--- src/rtl/phy_erase_mp.sv ---
// Multi-plane NAND block-erase sequencer.
// Per plane it drives 60h, three row-address bytes, then D1h (more planes follow)
// or D0h (last plane). After each confirm it waits out tWB, then polls the
// synchronised RB_n. An optional timeout bounds each ready wait.
//
// state  | meaning
// IDLE   | ready for a command
// CMD60  | erase setup command bus cycle (CLE)
// ADDR   | three row-address bus cycles (ALE), low byte first
// CMDD   | D1h/D0h confirm bus cycle (CLE)
// TWB    | tWB hold-off; RB_n is not looked at
// WAIT   | polling RB_n, with timeout count
// RESP   | result held until accepted
module phy_erase_mp #(
  parameter int LANES     = 4,
  parameter int T_CA      = 8,
  parameter int T_WB      = 16,
  parameter int MAX_PLANE = 4,
  parameter int TO_W      = 24
) (
  input  logic                          clk,
  input  logic                          rst,
  input  logic                          i_cmd_valid,
  output logic                          o_cmd_ready,
  input  logic [15:0]                   i_cmd_id,
  input  logic [$clog2(MAX_PLANE)-1:0]  i_plane_num,
  input  logic [24*MAX_PLANE-1:0]       i_row_addr,
  input  logic [TO_W-1:0]               i_timeout,
  output logic                          o_res_valid,
  input  logic                          i_res_ready,
  output logic [15:0]                   o_res_id,
  output logic [1:0]                    o_res_status,
  output logic                          o_ce_n,
  output logic                          o_we_n,
  output logic                          o_cle,
  output logic                          o_ale,
  output logic                          o_dq_tri_en,
  output logic [8*LANES-1:0]            o_dq,
  input  logic                          i_rb_n,
  output logic                          o_busy,
  output logic [1:0]                    o_status
);

  localparam int PW  = $clog2(MAX_PLANE);
  localparam int PHW = $clog2(T_CA);
  localparam int TWW = (T_WB > 1) ? $clog2(T_WB) : 1;

  typedef enum logic [2:0] {
    S_IDLE, S_CMD60, S_ADDR, S_CMDD, S_TWB, S_WAIT, S_RESP
  } state_t;

  state_t                  state;
  logic [PHW-1:0]          phase;
  logic [1:0]              addr_idx;
  logic [PW-1:0]           plane;
  logic [PW-1:0]           plane_num;
  logic [15:0]             cmd_id;
  logic [24*MAX_PLANE-1:0] row_addr;
  logic [TO_W-1:0]         timeout;
  logic [TO_W-1:0]         wait_cnt;
  logic [TWW-1:0]          twb_cnt;
  logic                    rb_s1, rb_s2;
  logic [23:0]             cur_row;
  logic [7:0]              cur_byte;
  logic                    bus_st;
  logic                    phase_last;
  logic [TO_W-1:0]         wait_cnt_nxt;

  assign cur_row      = row_addr[24*int'(plane) +: 24];
  assign bus_st       = (state == S_CMD60) || (state == S_ADDR) || (state == S_CMDD);
  assign phase_last   = (phase == PHW'(T_CA - 1));
  assign wait_cnt_nxt = wait_cnt + TO_W'(1);

  // Byte presented on DQ for the current bus cycle.
  always_comb begin
    cur_byte = 8'h00;
    case (state)
      S_CMD60: cur_byte = 8'h60;
      S_ADDR: begin
        case (addr_idx)
          2'd0:    cur_byte = cur_row[7:0];
          2'd1:    cur_byte = cur_row[15:8];
          default: cur_byte = cur_row[23:16];
        endcase
      end
      S_CMDD:  cur_byte = (plane < plane_num) ? 8'hD1 : 8'hD0;
      default: cur_byte = 8'h00;
    endcase
  end

  // Two-flop synchroniser for the asynchronous ready/busy pin.
  always_ff @(posedge clk or posedge rst) begin
    if (rst) begin
      rb_s1 <= 1'b0;
      rb_s2 <= 1'b0;
    end else begin
      rb_s1 <= i_rb_n;
      rb_s2 <= rb_s1;
    end
  end

  // Sequencer FSM with command/response handshake outputs.
  always_ff @(posedge clk or posedge rst) begin
    if (rst) begin
      state        <= S_IDLE;
      phase        <= '0;
      addr_idx     <= '0;
      plane        <= '0;
      plane_num    <= '0;
      cmd_id       <= '0;
      row_addr     <= '0;
      timeout      <= '0;
      wait_cnt     <= '0;
      twb_cnt      <= '0;
      o_cmd_ready  <= 1'b0;
      o_res_valid  <= 1'b0;
      o_res_id     <= '0;
      o_res_status <= '0;
    end else begin
      case (state)
        S_IDLE: begin
          if (i_cmd_valid && o_cmd_ready) begin
            cmd_id      <= i_cmd_id;
            plane_num   <= i_plane_num;
            row_addr    <= i_row_addr;
            timeout     <= i_timeout;
            plane       <= '0;
            phase       <= '0;
            addr_idx    <= '0;
            o_cmd_ready <= 1'b0;
            state       <= S_CMD60;
          end else begin
            o_cmd_ready <= 1'b1;
          end
        end
        S_CMD60: begin
          if (phase_last) begin
            phase    <= '0;
            addr_idx <= '0;
            state    <= S_ADDR;
          end else begin
            phase <= phase + PHW'(1);
          end
        end
        S_ADDR: begin
          if (phase_last) begin
            phase <= '0;
            if (addr_idx == 2'd2) state <= S_CMDD;
            else addr_idx <= addr_idx + 2'd1;
          end else begin
            phase <= phase + PHW'(1);
          end
        end
        S_CMDD: begin
          if (phase_last) begin
            phase   <= '0;
            twb_cnt <= TWW'(T_WB - 1);
            state   <= S_TWB;
          end else begin
            phase <= phase + PHW'(1);
          end
        end
        S_TWB: begin
          if (twb_cnt == '0) begin
            wait_cnt <= '0;
            state    <= S_WAIT;
          end else begin
            twb_cnt <= twb_cnt - TWW'(1);
          end
        end
        S_WAIT: begin
          wait_cnt <= wait_cnt_nxt;
          // Ready wins over a timeout landing on the same clock.
          if (rb_s2) begin
            if (plane < plane_num) begin
              plane <= plane + PW'(1);
              phase <= '0;
              state <= S_CMD60;
            end else begin
              o_res_valid  <= 1'b1;
              o_res_id     <= cmd_id;
              o_res_status <= 2'b00;
              state        <= S_RESP;
            end
          end else if ((timeout != '0) && (wait_cnt_nxt == timeout)) begin
            o_res_valid  <= 1'b1;
            o_res_id     <= cmd_id;
            o_res_status <= 2'b01;
            state        <= S_RESP;
          end
        end
        S_RESP: begin
          if (i_res_ready) begin
            o_res_valid <= 1'b0;
            o_cmd_ready <= 1'b1;
            state       <= S_IDLE;
          end
        end
        default: state <= S_IDLE;
      endcase
    end
  end

  // Flash pins registered from current state, so every pin lags by one clock.
  always_ff @(posedge clk or posedge rst) begin
    if (rst) begin
      o_ce_n      <= 1'b1;
      o_we_n      <= 1'b1;
      o_cle       <= 1'b0;
      o_ale       <= 1'b0;
      o_dq_tri_en <= 1'b1;
      o_dq        <= '0;
      o_busy      <= 1'b0;
      o_status    <= 2'b00;
    end else begin
      o_ce_n      <= (state == S_IDLE) || (state == S_RESP);
      o_we_n      <= !(bus_st && (phase < PHW'(T_CA / 2)));
      o_cle       <= (state == S_CMD60) || (state == S_CMDD);
      o_ale       <= (state == S_ADDR);
      o_dq_tri_en <= !bus_st;
      o_dq        <= bus_st ? {LANES{cur_byte}} : '0;
      o_busy      <= bus_st;
      case (state)
        S_IDLE:                   o_status <= 2'b00;
        S_CMD60, S_ADDR, S_CMDD:  o_status <= 2'b01;
        S_TWB, S_WAIT:            o_status <= 2'b10;
        default:                  o_status <= 2'b11;
      endcase
    end
  end

endmodule

--- config.mk ---
export PLATFORM = sky130hd
export DESIGN_NAME = phy_erase_mp
export DESIGN_NICKNAME = d
export VERILOG_FILES = /design/src/rtl/phy_erase_mp.sv
export SDC_FILE = /design/constraint.sdc
export NUM_CORES = 1
export LEC_CHECK = 0
export ABC_AREA = 1
export CAP_MARGIN = 20
export CORE_ASPECT_RATIO = 0.5
export CORE_MARGIN = 5
export CORE_UTILIZATION = 40
export DETAILED_ROUTE_END_ITERATION = 7
export RECOVER_POWER = 50
export SETUP_SLACK_MARGIN = 0.15
export SLEW_MARGIN = 30
export SYNTH_ARGS = -nofsm -noshare
export SYNTH_HDL_FRONTEND = slang
export SYNTH_SLANG_ARGS = --single-unit
--- constraint.sdc ---
create_clock -name clk -period 23.8 [get_ports clk]
set_input_delay 7.14 -clock clk [delete_from_list [all_inputs] [get_ports clk]]
set_output_delay 7.14 -clock clk [all_outputs]
set_load 0.005 [all_outputs]
==> results.toml <==
[route]
dr.max_layer_used = "met4"
dr.pass1.iters = 5
drt-initial-drc-count = 733
post_drt_wl_per_cell_um = 17.0
wl_met2_um = 15100
wl_met3_um = 1430
finalWirelength_um = 30100
vias = 8988
postRouteAntennaNets = 0
vias_per_cell = 5.06
drcViolationCount = 0
m1WireLength_um = 13000

[power_and_ir_drop]
leakage_nw = 5.98
p_comb_frac = 0.414
finalPower_w = 0.00157
intPower_w = 0.00100
swShare = 0.363
p_seq_frac = 0.386
power.density_nw_per_um2 = 118
p_switching_w = 0.000571
ir_worst_vdd_mv = 0.0623
clockPowerShare = 0.200

[timing]
skew_ps = 6.63
finalSetupViolCount = 0
hold-worst-slack_ps = 358
worst-slew-pin-transition_ps = 8830
post-route-period-util = 0.644
final_max_slew_viol_count = 452
tns_ps = 0
grt_setup_unrepaired = "no"
fmax_mhz = 65.3
max-slew-margin-rel = -4.89
hold_violations = 0
period_needed_ps = 15320

[final_layout]
drive_gt1_frac = 0.0947
ff_latch_area_um2 = 5330
diodes = 0
final_common_cell = "nand2_1"
multi_input_area_um2 = 4320
final_cell_mix = "290 x nand2_1, 210 x dfrtp_1, 197 x clkdlybuf4s50_1"
fin_nets = 1562
synthToLayoutAreaGrowth_pct = 25.6
fill_cells = 2482

[clocking]
numCtsBuffers = 20
holdBufCountCts = 0
clock_sink_count = 213
cts.htree.levels = 1
cts.path.max_buffers = 3
cts_tree = "done"
postCtsSetupBuffers = 0
clk_latency_ps = 520
cts-root-buf = "clkbuf_16"
cts_resized = 0
cts.clk_slew.worst_paths_ps = 60

[logic_synthesis]
ys_seq_area_frac = 0.502
async_reset_ff_frac = 1.00
syn-cell-area_um2 = 10600
syn-num-nets = 1407
synth_ff_type = "dfrtp_1"
ys_warn_count = 0
ys_seq_elements = 213
synth_area_per_cell_um2 = 8.46
ys_types = 40
synth_cells = 1256
synth-edff-count = 0

[worst_setup_path]
cp.required_ps = 24110
crit_fanout = 210
crit_type = "in2reg"
crit_top_cell = "a21oi_1"
arrival_ps = 15630
slowest_stage = "clkbuf_1"
start_kind = "input pin"
rr_worst_depth = 9
cp-end-kind = "register"
cp_slowest_stage_delay_ps = 6070
crit_chain = "dlygate4sd3_1 > nand2_1 > nor2_4 > clkbuf_1 > o22ai_1 > a21oi_1 > a21oi_1"

[floorplanning]
initial_core_util = 0.404
fp.dieH_um = 125
die_x_um = 241
core_area_um2 = 26300
rows = 42
dieArea_um2 = 30100
ios = 203

[global_route]
grt_usage = 0.199
antenna_found_initial = 0
grt_max_degree = 211
grt_pass1_vias = 9043
grt_pass1_wl_um = 48700
grt_overflow_total = 0

[min_path]
hold_depth = 0
hold_path.class = "reg2reg"

[place]
place_congestion = 0.853
port_buffers = 201
dp_hpwl_um = 21600

[run]
max-cap-violations = 4

[status]
violations = "max-capacitance violations, max-slew violations"
status = "finished with violations"
## worst max-delay path: cells and delay by family
family | cells | cell delay (ps)
simple gates | 2 | 220
buf+inv | 2 | 6620
compound gates | 3 | 1540
## path summary, 6_finish.rpt
check	start	end	slack, ps
max	i_cmd_valid	plane[0]	8480
max reg2reg	state[0]	plane[0]	14780
max in group asynchronous	rst	row_addr[75]	12040
min reg2reg	rb_s1	rb_s2	360
min	rb_s1	rb_s2	360
min in group asynchronous	rst	row_addr[66]	9070
## sequential cells by signal, indices dropped and copies added, names as in the netlist, 2 cells and up
signal / flops
plane: 2
state: 3
timeout: 24
addr_idx: 2
plane_num: 2
o_dq: 8
o_res_id: 16
o_status: 2
twb_cnt: 4
cmd_id: 16
row_addr: 96
wait_cnt: 24
phase: 3
## power groups by stage
stage | registers (W) | logic [W] | clock network (W)
after CTS | 0.000603 | 0.000630 | 0.000322
final | 0.000606 | 0.000652 | 0.000314
after detailed placement | 0.000609 | 0.000626 | 0
after floorplan | 0.000587 | 0.000417 | 0
after global placement | 0.000603 | 0.000610 | 0
after global routing | 0.000625 | 0.000733 | 0.000338
## stage by stage
stage	instances	setup slack, ps	utilization	area, um2
final	1777	8480	0.508	13300
after floorplan	1256	10840	-	10600
after global routing	1777	7520	0.508	13300
after detailed placement	1741	14320	0.486	12800
after global placement	1741	14350	0.486	12800
after CTS	1777	14870	0.509	13400
## cell families after synthesis
kind of cell	Yosys count	synth area share
flops	213	0.502
buf+inv	228	0.0914
compound gates	239	0.122
fa+ha+maj	8	0.00942
simple gates	498	0.202
mux	68	0.0721
xor+xnor	1	0.000824
other cells	1	0.000353
## synthesized netlist by cell type (2+ instances only)
master | instances | area (um2)
a211oi_1 | 2 | 15.0
a21boi_0 | 4 | 30.0
a21oi_1 | 57 | 285
a41oi_1 | 2 | 17.5
buf_2 | 7 | 35.0
buf_4 | 26 | 195
clkbuf_1 | 39 | 146
dfrtp_1 | 210 | 5260
dfstp_2 | 3 | 78.8
ha_1 | 8 | 100
inv_1 | 150 | 563
inv_2 | 3 | 11.3
mux2_2 | 68 | 766
nand2_1 | 289 | 1080
nand2_2 | 4 | 25.0
nand2_4 | 4 | 45.0
nand3_1 | 100 | 500
nand3_2 | 4 | 40.0
nand3b_1 | 2 | 15.0
nand4_1 | 8 | 50.1
nor2_1 | 70 | 263
nor2_2 | 5 | 31.3
nor2_4 | 4 | 45.0
nor3_1 | 5 | 25.0
o211ai_1 | 6 | 45.0
o21ai_0 | 139 | 696
o21ai_1 | 2 | 10.0
o22ai_1 | 17 | 106
o311ai_0 | 3 | 26.3
o31ai_1 | 4 | 30.0
or2_2 | 2 | 12.5
## layer usage
| layer | vias up | track usage |
|---|---|---|
| met4 | 0 | 0.0433 |
| met3 | 42 | 0.0418 |
| li1 | 4393 | - |
| met1 | 4372 | 0.260 |
| met5 | - | 0 |
| met2 | 181 | 0.342 |
## layout make-up
class	instances	area share
sequential	213	0.400
multi-input combinational	815	0.324
timing repair buffer	208	0.154
inverter	153	0.0431
clock buffer	26	0.0399
tap	352	0.0330
clock inverter	10	0.00647
(Power assumes the default switching activity.)
